File: config.mk
export PLATFORM = sky130hd
export DESIGN_NAME = wb_pipe
export DESIGN_NICKNAME = d
export VERILOG_FILES = /design/src/rtl/wb_pkg.sv /design/src/rtl/bit_rev.sv /design/src/rtl/wb_pipe.sv
export SDC_FILE = /design/constraint.sdc
export NUM_CORES = 1
export LEC_CHECK = 0
export BUFFER_PORTS_ARGS = -buffer_cell sky130_fd_sc_hd__buf_2
export CAP_MARGIN = 15
export CORE_MARGIN = 2
export CORE_UTILIZATION = 48
export CTS_CLUSTER_SIZE = 16
export DETAILED_ROUTE_END_ITERATION = 7
export GPL_TIMING_DRIVEN = 0
export HOLD_SLACK_MARGIN = 0.15
export PLACE_DENSITY = 0.89
export SYNTH_ARGS = -nofsm -noshare
export SYNTH_HDL_FRONTEND = slang
export SYNTH_SLANG_ARGS = --single-unit
export TNS_END_PERCENT = 100
File: constraint.sdc
create_clock -name clk -period 3.7 [get_ports clk]
set_input_delay 0.37 -clock clk [delete_from_list [all_inputs] [get_ports clk]]
set_output_delay 0.37 -clock clk [all_outputs]
set_load 0.1 [all_outputs]
File: src/rtl/wb_pkg.sv
`default_nettype none
// ============================================================================
// Module   : wb_pkg
// Brief    : Opcodes, FSM states, flag indices and decode helper for wb_pipe.
// Revision : 1.0 - initial release
// ============================================================================
package wb_pkg;

    localparam logic [4:0] OP_ST   = 5'b10000,
                           OP_LD   = 5'b10001,
                           OP_SLBI = 5'b10010,
                           OP_LBI  = 5'b11000,
                           OP_BTR  = 5'b11001,
                           OP_SEQ  = 5'b11100,
                           OP_SLT  = 5'b11101,
                           OP_SLE  = 5'b11110,
                           OP_SCO  = 5'b11111;

    // Bit positions inside the {ovf,lte,lt,zero} flag bundle
    localparam int FLG_ZERO = 0,
                   FLG_LT   = 1,
                   FLG_LTE  = 2,
                   FLG_OVF  = 3;

    typedef enum logic [0:0] {
        IDLE  = 1'b0,
        LWAIT = 1'b1
    } state_e;

    typedef enum logic [2:0] {
        SRC_NONE = 3'd0,
        SRC_ALU  = 3'd1,
        SRC_IMM  = 3'd2,
        SRC_BTR  = 3'd3,
        SRC_SLBI = 3'd4,
        SRC_FLG  = 3'd5,
        SRC_PC2  = 3'd6,
        SRC_LD   = 3'd7
    } src_e;

    function automatic src_e decode_src(input logic [4:0] op);
        casez (op)
            5'b010??, 5'b101??, 5'b10011, 5'b1101?: decode_src = SRC_ALU;
            OP_LBI:                                 decode_src = SRC_IMM;
            OP_BTR:                                 decode_src = SRC_BTR;
            OP_SLBI:                                decode_src = SRC_SLBI;
            5'b111??:                               decode_src = SRC_FLG;
            5'b0011?:                               decode_src = SRC_PC2;
            OP_LD:                                  decode_src = SRC_LD;
            default:                                decode_src = SRC_NONE;
        endcase
    endfunction

endpackage
`default_nettype wire

File: src/rtl/bit_rev.sv
`default_nettype none
// ============================================================================
// Module   : bit_rev
// Brief    : Combinational bit reversal over WIDTH bits.
// Revision : 1.0 - initial release
// ============================================================================
module bit_rev #(
    parameter int WIDTH = 16
) (
    input  logic [WIDTH-1:0] din,
    output logic [WIDTH-1:0] dout
);

    for (genvar i = 0; i < WIDTH; i++) begin : g_rev
        assign dout[i] = din[WIDTH-1-i];
    end

endmodule
`default_nettype wire

File: src/rtl/wb_pipe.sv
`default_nettype none
// ============================================================================
// Module   : wb_pipe
// Brief    : Write-back stage with load wait/timeout; WB_PIPE_FWD_EN adds a
//            one-cycle-early forward port.
// Revision : 1.0 - initial release
// ============================================================================
module wb_pipe
    import wb_pkg::*;
#(
    parameter int DATA_W = 16,
    parameter int REG_AW = 3,
    parameter int TMO    = 15
) (
    input  logic              clk,
    input  logic              rst,
    input  logic              ex_valid,
    output logic              ex_ready,
    input  logic [15:0]       ex_instr,
    input  logic [DATA_W-1:0] ex_alu,
    input  logic [DATA_W-1:0] ex_rs,
    input  logic [DATA_W-1:0] ex_pc2,
    input  logic [REG_AW-1:0] ex_rd,
    input  logic [3:0]        ex_flg,
    input  logic              flush,
    input  logic [DATA_W-1:0] mem_rdata,
    input  logic              mem_rvalid,
    output logic              wb_we,
    output logic [REG_AW-1:0] wb_addr,
    output logic [DATA_W-1:0] wb_data,
    output logic              err
`ifdef WB_PIPE_FWD_EN
    ,
    output logic              fwd_valid,
    output logic [REG_AW-1:0] fwd_addr,
    output logic [DATA_W-1:0] fwd_data
`endif
);

    state_e              state, state_nxt;
    logic [7:0]          cnt, cnt_nxt;
    logic                err_nxt, discard, discard_nxt;
    logic [REG_AW-1:0]   ld_rd, ld_rd_nxt, addr_nxt;
    logic [DATA_W-1:0]   data_nxt, sel_data, rev_rs;
    logic                we_nxt, flg_bit, rv_live;
    logic [4:0]          op;
    src_e                src;
    logic                unused_instr;

    assign op           = ex_instr[15:11];
    assign src          = decode_src(op);
    assign rv_live      = mem_rvalid && !discard;
    assign unused_instr = ^ex_instr[10:8];

    bit_rev #(.WIDTH(DATA_W)) u_bit_rev (
        .din  (ex_rs),
        .dout (rev_rs)
    );

    always_comb begin
        case (op)
            OP_SEQ:  flg_bit = ex_flg[FLG_ZERO];
            OP_SLT:  flg_bit = ex_flg[FLG_LT];
            OP_SLE:  flg_bit = ex_flg[FLG_LTE];
            default: flg_bit = ex_flg[FLG_OVF];
        endcase
    end

    always_comb begin
        case (src)
            SRC_IMM:  sel_data = {{(DATA_W-8){ex_instr[7]}}, ex_instr[7:0]};
            SRC_BTR:  sel_data = rev_rs;
            SRC_SLBI: sel_data = {ex_rs[DATA_W-9:0], ex_instr[7:0]};
            SRC_FLG:  sel_data = {{(DATA_W-1){1'b0}}, flg_bit};
            SRC_PC2:  sel_data = ex_pc2;
            default:  sel_data = ex_alu;
        endcase
    end

    always_comb begin
        state_nxt   = state;
        cnt_nxt     = cnt;
        err_nxt     = err;
        discard_nxt = discard;
        ld_rd_nxt   = ld_rd;
        we_nxt      = 1'b0;
        addr_nxt    = wb_addr;
        data_nxt    = wb_data;
        ex_ready    = (state == IDLE) || rst;

        // A return that arrives while discarding is the stale one
        if (discard && mem_rvalid) begin
            discard_nxt = 1'b0;
        end

        case (state)
            IDLE: begin
                if (ex_valid && ex_ready && !flush) begin
                    if (src == SRC_LD) begin
                        ld_rd_nxt = ex_rd;
                        cnt_nxt   = 8'd0;
                        state_nxt = LWAIT;
                    end else if (src != SRC_NONE) begin
                        we_nxt   = 1'b1;
                        addr_nxt = ex_rd;
                        data_nxt = sel_data;
                    end
                end
            end
            LWAIT: begin
                if (rv_live) begin
                    we_nxt    = 1'b1;
                    addr_nxt  = ld_rd;
                    data_nxt  = mem_rdata;
                    state_nxt = IDLE;
                end else begin
                    cnt_nxt = cnt + 8'd1;
                    if (cnt == 8'(TMO - 1)) begin
                        err_nxt   = 1'b1;
                        state_nxt = IDLE;
                    end
                end
            end
            default: state_nxt = IDLE;
        endcase

        if (flush) begin
            we_nxt    = 1'b0;
            addr_nxt  = wb_addr;
            data_nxt  = wb_data;
            err_nxt   = err;
            state_nxt = IDLE;
            // An outstanding load whose return did not coincide must be dropped later
            if (state == LWAIT) begin
                discard_nxt = !rv_live;
            end
        end
    end

    always_ff @(posedge clk) begin
        if (rst) begin
            state   <= IDLE;
            cnt     <= 8'd0;
            err     <= 1'b0;
            discard <= 1'b0;
            ld_rd   <= '0;
            wb_we   <= 1'b0;
            wb_addr <= '0;
            wb_data <= '0;
        end else begin
            state   <= state_nxt;
            cnt     <= cnt_nxt;
            err     <= err_nxt;
            discard <= discard_nxt;
            ld_rd   <= ld_rd_nxt;
            wb_we   <= we_nxt;
            wb_addr <= addr_nxt;
            wb_data <= data_nxt;
        end
    end

`ifdef WB_PIPE_FWD_EN
    assign fwd_valid = we_nxt && !rst;
    assign fwd_addr  = addr_nxt;
    assign fwd_data  = data_nxt;
`endif

endmodule
`default_nettype wire

==> results of run 1 <==
[metal layers]
layer / global-route usage / vias to the layer above / share of wire
li1: - / 1157 / -
met1: 0.321 / 1125 / 0.39
met2: 0.439 / 128 / 0.50
met3: 0.0491 / 16 / 0.083
met4: 0.0983 / 0 / 0.021
met5: 0 / - / 0
[final cells by class]
type	instances	area share
well taps	52	0.0233
multi-input cells	178	0.455
repair buffers	107	0.191
clock inverters	2	0.00358
inverters	13	0.0174
flip-flops and latches	34	0.243
plain buffers	20	0.0411
clock buffers	5	0.0246
[cells in the final DEF, fill, tap and decap left out, types with 2 or more instances in the layout]
| cell | instances |
|---|---|
| a22oi_1 | 8 |
| xor2_1 | 8 |
| a32o_1 | 9 |
| nor2b_1 | 7 |
| or3_1 | 2 |
| buf_1 | 3 |
| inv_1 | 13 |
| mux2i_1 | 6 |
| clkinv_2 | 2 |
| buf_6 | 4 |
| a21oi_1 | 7 |
| nor3_1 | 4 |
| o21ai_0 | 9 |
| and3_1 | 4 |
| nand4_1 | 4 |
| a311oi_1 | 3 |
| nor4_1 | 2 |
| nand2_1 | 15 |
| clkbuf_1 | 5 |
| dfxtp_1 | 34 |
| o21a_1 | 3 |
| clkbuf_8 | 5 |
| and3b_1 | 2 |
| a221oi_1 | 8 |
| a221o_1 | 7 |
| o41ai_1 | 6 |
| o21ai_1 | 3 |
| buf_2 | 114 |
| ha_1 | 2 |
| nor2_1 | 24 |
| nand2b_1 | 11 |
| o2111ai_1 | 11 |
[registers in the layout (all words and copies together) (netlist names)]
name	flops
wb_we	1
wb_data	16
ld_rd	3
discard	1
state	1
cnt	8
wb_addr	3
err	1
[power by group]
part           internal, W  switching, W  leakage [nW]
combinational    0.0000805      0.000156         0.934
sequential        0.000377    0.00000537         0.275
clock             0.000126      0.000138        0.0438
[per-stage QoR]
stage | cell area (um2) | worst slack [ns] | hold WS [ns] | power, W
floorplan | 2120 | 1.54 | 0.449 | 0.000545
global placement | 2720 | 1.40 | 0.443 | 0.000620
detailed placement | 2720 | 1.40 | 0.451 | 0.000625
CTS | 2800 | 1.39 | 0.316 | 0.000884
global route | 2800 | 1.26 | 0.330 | 0.000917
finish | 2800 | 1.39 | 0.321 | 0.000883
[cells by family (layout without fill, tap and decap cells)]
group / after synthesis / count (layout) / synth area share
simple gates: 83 / 83 / 0.220
compound gates: 78 / 78 / 0.298
flops: 34 / 34 / 0.321
buf+inv: 33 / 147 / 0.0774
xor+xnor: 8 / 8 / 0.0331
mux: 7 / 7 / 0.0390
fa+ha+maj: 2 / 2 / 0.0118
[worst paths after layout]
| path | from | endpoint | slack, ns | cells past startpoint |
|---|---|---|---|---|
| worst min register to register | wb_data[14]$_SDFFE_PP0P_ | wb_data[14]$_SDFFE_PP0P_ | 0.46 | 1 |
| worst min-delay path | flush | state$_SDFF_PP0_ | 0.32 | 2 |
| worst max register to register | state$_SDFF_PP0_ | wb_data[8]$_SDFFE_PP0P_ | 1.69 | 6 |
| worst max-delay path | rst | ex_ready | 1.39 | 5 |
==> flow_metrics.tcl, run 1 <==
set metrics [dict create \
    cts_made_buffers 5 \
    max_freq_mhz 432 \
    synth.distinct_cells 44 \
    ys.warnings.count 0 \
    cp_max_fo 10 \
    synth_top_area_share 0.321 \
    yosys_most_used_dff "dfxtp_1" \
    io_pins 114 \
    synth_common_cells "dfxtp_1 (34), nor2_1 (24), nand2_1 (15)" \
    yosys_register_bits 34 \
    setup_viol 0 \
    dp_hpwl_um 4950 \
    final_util 0.652 \
    dieArea_um2 4960 \
    cts_root_buffer "clkbuf_8" \
    critPathBufInv 4 \
    drc 0 \
    io_buffers 107 \
    cts_sinks 34 \
    worstPathRequired_ns 3.33 \
    leakage_nw 1.25 \
    syn_to_final_growth_pct 32.1 \
    hold_path_class "input pin to register" \
    min_period_ns 2.31 \
    layout.nets 453 \
    seq_area_um2 681 \
    postRouteWirelength_um 6550 \
    status "finished clean" \
    cts_resized 0 \
    vias_per_cell 5.90 \
    post-synth-top-count-cell "dfxtp_1" \
    grt_overflow_total 0 \
    grt_usage 0.258 \
    grt_pass1_vias 2236 \
    drv_cap 0 \
    path_delay_family "buffers and inverters" \
    finalCritPeriodShare 0.625 \
    syn_area_per_cell_um2 8.65 \
    synthCells 245 \
    fin_tns_setup_ns 0 \
    clock_latency_ns 0.29 \
    syn_nets 339 \
    drt_first_pass_iters 5 \
    clockBufferDepth 2 \
    vias 2426 \
    dp_cells 404 \
    skew_ns 0.00459 \
    crit_chain "buf_2, clkbuf_1, clkbuf_1, nand2b_1, buf_2" \
    cts_tree "done" \
    slew_violations 0 \
    cts_setup_buffers 0 \
    grt_pass1_wl_um 10300 \
    syn_area_um2 2120 \
    crit_arrival_ns 1.94 \
    synth_top_cell_by_area "dfxtp_1" \
    hold_viol 0 \
    grt_max_degree 11 \
    relSlewSlack 0.518 \
    critPathMaxStageDelay_ns 0.47 \
    synth_area_leaders "dfxtp_1 (32%), o2111ai_1 (4.5%), a32o_1 (4.3%), nor2_1 (4.3%), a221o_1 (3.3%)" \
    multi_input_area_um2 1270 \
    synthArstFlopShare 0 \
    gp_congestion 0.870 \
    slowest_stage "clkbuf_1" \
    peakVddDrop_mv 0.168 \
    antenna_cells 0 \
    layout-drive-gt1-share 0.373 \
    startpoint_type "input pin" \
    fillCellCount 361 \
    synth_edf_count 0 \
    htreeDepth 2 \
    initial_core_util 0.493 \
    endpoint_kind "output port" \
    ctsHoldBuffers 0 \
    instances_no_fill 411 \
    clk_pin_slew_ns 0.07 \
    ys_seq_area_frac 0.321 \
    drt_iter0_markers 213 \
    path_class "input pin to output port" \
    postRouteAntennaNets 0 \
    antenna_found_initial 0 \
    die_y_um 70.4 \
    rsz0062_at_grt "no" \
    post_drt_wl_per_cell_um 15.9 \
    coreArea_um2 4290 \
    tightest_slew_ns 0.719 \
    power_density_nw_per_um2 316 \
    rows 24 \
    die_w_um 70.4 \
]
Power figures use the tool's default switching activity.
==> run 2: changes to the inputs <==
Settings changed: CORE_UTILIZATION 48 to 41, PLACE_DENSITY 0.89 to 0.81.
Clock period 3.7 ns to 2 ns, I/O delays scaled along.
==> flow_metrics.tcl, run 2 (synthesis results as in run 1) <==
set metrics [dict create \
    status "finished clean" \
    drt_iter0_markers 135 \
    post_drt_wl_per_cell_um 15.4 \
    drv_cap 0 \
    top_regs "wb_data x16, cnt x8" \
    dp_cells 422 \
    min_period_ns 1.88 \
    tightest_slew_ns 0.828 \
    grt_pass1_wl_um 9380 \
    vias 2369 \
    skew_ns 0.00654 \
    clock_latency_ns 0.29 \
    worstPathRequired_ns 2.18 \
    antenna_found_initial 0 \
    startpoint_type "register" \
    crit_arrival_ns 2.06 \
    dieArea_um2 5760 \
    setup_viol 0 \
    final_common_cell "buf_2" \
    hold_path_class "input pin to register" \
    htreeDepth 2 \
    path_class "register to register" \
    layout.nets 454 \
    layout-drive-gt1-share 0.380 \
    postRouteAntennaNets 0 \
    die_w_um 75.9 \
    cts_sinks 34 \
    final_util 0.567 \
    syn_to_final_growth_pct 35.0 \
    grt_overflow_total 0 \
    slew_violations 0 \
    grt_max_degree 11 \
    relSlewSlack 0.445 \
    largest_reg_flops 16 \
    postRouteWirelength_um 6630 \
    cts_root_buffer "clkbuf_8" \
    drc 0 \
    io_buffers 107 \
    regMostFlops "wb_data" \
    max_freq_mhz 531 \
    grt_pass1_vias 2011 \
    clockBufferDepth 2 \
    cts_made_buffers 5 \
    die_y_um 75.9 \
    coreArea_um2 5040 \
    clk_pin_slew_ns 0.07 \
    dp_slack_ns 0.0235 \
    rows 26 \
    drt_first_pass_iters 4 \
    antenna_cells 0 \
    final_cell_mix "buf_2 (114), dfxtp_1 (34), nor2_1 (24)" \
    vias_per_cell 5.50 \
    instances_no_fill 431 \
    cts_tree "done" \
    finalCritPeriodShare 0.942 \
    p_total_w 0.00168 \
    hold_viol 0 \
    cp_max_fo 10 \
    endpoint_kind "register" \
    io_pins 114 \
    peakVddDrop_mv 0.403 \
    leakage_nw 1.28 \
    grt_usage 0.216 \
    initial_core_util 0.420 \
    gp_congestion 0.804 \
    worst_slack_ns 0.117 \
    dp_hpwl_um 5070 \
    power_density_nw_per_um2 587 \
]
[run 2: timing repair]
action	CTS	global route
setup buffers	0	0
endpoints found under the setup margin	0	11
hold endpoints to repair	1	0
gates resized for setup	0	5
hold buffers	1	0
[run 2: layout make-up]
cell class / count / area, um2
buffer: 20 / 118
clock buffer: 7 / 86.3
clock inverter: 1 / 5.00
fill: 481 / 2180
inverter: 13 / 48.8
multi-input combinational: 178 / 1290
sequential: 34 / 681
tap: 70 / 87.6
timing repair buffer: 108 / 546
[run 2: path summary, 6_finish.rpt]
check                                from                       to  slack, ns  cells after the start
hold / removal                   ex_rd[1]    ld_rd[1]$_SDFFE_PP0P_       0.16                      3
setup reg to reg         state$_SDFF_PP0_  wb_data[3]$_SDFFE_PP0P_       0.12                      7
hold reg to reg   wb_data[9]$_SDFFE_PP0P_  wb_data[9]$_SDFFE_PP0P_       0.47                      1
setup / recovery         state$_SDFF_PP0_  wb_data[3]$_SDFFE_PP0P_       0.12                      7
[run 2: worst max-delay path, stage by stage, from the launching register on]
cell and delay, ns:
dfxtp_1 0.35, buf_2 0.24, nor2_1 0.07, o21ai_1 0.10, o21a_1 0.14, clkbuf_2 0.22, nand2_1 0.25, o41ai_1 0.41
[run 2: stage by stage]
| stage | cell area, um2 | TNS, ns | hold WS [ns] |
|---|---|---|---|
| floorplan | 2120 | 0 | 0.279 |
| global placement | 2740 | 0 | 0.439 |
| detailed placement | 2740 | 0 | 0.453 |
| CTS | 2840 | 0 | 0.163 |
| global route | 2860 | -0.0295 | 0.186 |
| finish | 2860 | 0 | 0.165 |
[run 2: report_power, final]
group / leakage (nW) / internal, W / switching (W) / total, W
Combinational: 0.954 / 0.000151 / 0.000289 / 0.000440
Clock: 0.0482 / 0.000278 / 0.000253 / 0.000531
Sequential: 0.275 / 0.000697 / 0.00000953 / 0.000707
Total: 1.28 / 0.00113 / 0.000552 / 0.00168
[run 2: routing by layer]
layer  wire [um]  vias up  part of all wire  global-route usage
li1            -     1162                 -                   -
met1        2860     1113              0.43               0.280
met2        3240       85              0.49               0.356
met3         463        9             0.070              0.0529
met4          74        0             0.011              0.0643
met5           0        -                 0                   0
==> run 3: changes to the inputs <==
Settings changed: CORE_UTILIZATION 41 to 35, PLACE_DENSITY 0.81 to 0.72.
==> flow_metrics.tcl, run 3 (synthesis results as in run 1) <==
set metrics [dict create \
    grt_overflow_total 0 \
    layout.nets 453 \
    layout-drive-gt1-share 0.381 \
    initial_core_util 0.360 \
    grt_max_degree 12 \
    coreArea_um2 5890 \
    startpoint_type "input pin" \
    clk_pin_slew_ns 0.07 \
    status "finished clean" \
    vias 2377 \
    worst_r2r_path_depth 4 \
    hold_viol 0 \
    relSlewSlack 0.424 \
    top_regs "wb_data x16, cnt x8" \
    power_density_nw_per_um2 589 \
    drt_iter0_markers 86 \
    finalCritPeriodShare 0.913 \
    cp_max_fo 10 \
    fillCellCount 601 \
    regMostFlops "wb_data" \
    grt_pass1_wl_um 9810 \
    vias_per_cell 5.46 \
    drv_cap 0 \
    drt_first_pass_iters 4 \
    postRouteWirelength_um 6760 \
    dp_slack_ns 0.0632 \
    min_period_ns 1.83 \
    endpoint_kind "output port" \
    htreeDepth 2 \
    final_util 0.484 \
    leakage_nw 1.27 \
    grt_usage 0.194 \
    antenna_found_initial 0 \
    dp_cells 427 \
    setup_viol 0 \
    cts_root_buffer "clkbuf_8" \
    dp_hpwl_um 5150 \
    antenna_cells 0 \
    die_y_um 81.8 \
    slew_violations 0 \
    worstPathRequired_ns 1.80 \
    io_pins 114 \
    clock_latency_ns 0.29 \
    post_drt_wl_per_cell_um 15.5 \
    rows 28 \
    cts_sinks 34 \
    holdPathStages 3 \
    fin_tns_setup_ns 0 \
    crit_chain "buf_2, clkbuf_1, clkbuf_2, nand2b_1, buf_2" \
    worst_slack_ns 0.174 \
    largest_reg_flops 16 \
    drc 0 \
    path_class "input pin to output port" \
    cts_tree "done" \
    crit_arrival_ns 1.63 \
    max_freq_mhz 548 \
    hold_path_class "input pin to register" \
    cts_made_buffers 5 \
    critPathMaxStageDelay_ns 0.42 \
    path_depth 5 \
    path_delay_family "buffers and inverters" \
    whs_ns 0.155 \
    final_cell_mix "buf_2 (115), dfxtp_1 (34), nor2_1 (24)" \
    dieArea_um2 6690 \
    clockBufferDepth 2 \
    io_buffers 107 \
    gp_congestion 0.833 \
    instances_no_fill 435 \
    critPathBufInv 4 \
    syn_to_final_growth_pct 34.6 \
    crit_path_frequent_cell "buf_2" \
    die_w_um 81.8 \
    skew_ns 0.00628 \
    final_common_cell "buf_2" \
    slowest_stage "clkbuf_1" \
    peakVddDrop_mv 0.355 \
    postRouteAntennaNets 0 \
    rsz0062_at_grt "yes" \
    grt_pass1_vias 2075 \
    tightest_slew_ns 0.860 \
]
run 3: changes by cell type in the layout (fill, tap and decap cells not counted), sizes merged:
| cell | delta |
|---|---|
| buf | +1 |
| clkbuf | -2 |
| clkinvlp | +1 |
| dlygate4sd3 | -1 |
run 3: worst paths after layout:
path | startpoint | endpoint | slack (ns)
worst max-delay path | rst | ex_ready | 0.17
worst min-delay path | ex_rd[0] | ld_rd[0]$_SDFFE_PP0P_ | 0.16
worst max register to register | state$_SDFF_PP0_ | wb_data[12]$_SDFFE_PP0P_ | 0.18
worst min register to register | wb_data[0]$_SDFFE_PP0P_ | wb_data[0]$_SDFFE_PP0P_ | 0.46
run 3: metrics by stage:
step           instance area, um2  power (W)
6_report                     2850    0.00168
5_1_grt                      2850    0.00175
4_1_cts                      2840    0.00170
3_5_place_dp                 2750    0.00116
3_3_place_gp                 2750    0.00115
2_1_floorplan                2120    0.00101
run 3: what timing repair did:
| action | in CTS | in global routing |
|---|---|---|
| gates resized for setup | 1 | 3 |
| setup buffers | 0 | 0 |
| gates cloned | 0 | 0 |
| hold buffers | 0 | 0 |
| endpoints found under the setup margin | 1 | 12 |
run 3: power breakdown:
part / switching, W / total, W / internal, W
Combinational: 0.000288 / 0.000437 / 0.000149
Clock: 0.000259 / 0.000536 / 0.000277
Sequential: 0.00000971 / 0.000707 / 0.000697
Total: 0.000557 / 0.00168 / 0.00112
run 3: per-layer routing:
| metal | track usage | part of all wire |
|---|---|---|
| met4 | 0.0667 | 0.010 |
| met1 | 0.230 | 0.42 |
| met5 | 0 | 0 |
| met3 | 0.0352 | 0.089 |
| met2 | 0.350 | 0.48 |
run 3: worst min-delay path, stage by stage:
cell	delay [ns]
buf_2	0.09
mux2i_1	0.06
nor2_1	0.07
run 3: layout make-up:
class / count / area, um2 / area share
multi-input cells: 178 / 1280 / 0.449
flip-flops and latches: 34 / 681 / 0.239
repair buffers: 107 / 536 / 0.188
plain buffers: 20 / 118 / 0.0412
well taps: 75 / 93.8 / 0.0329
clock buffers: 6 / 82.6 / 0.0290
inverters: 13 / 48.8 / 0.0171
clock inverters: 2 / 12.5 / 0.00439
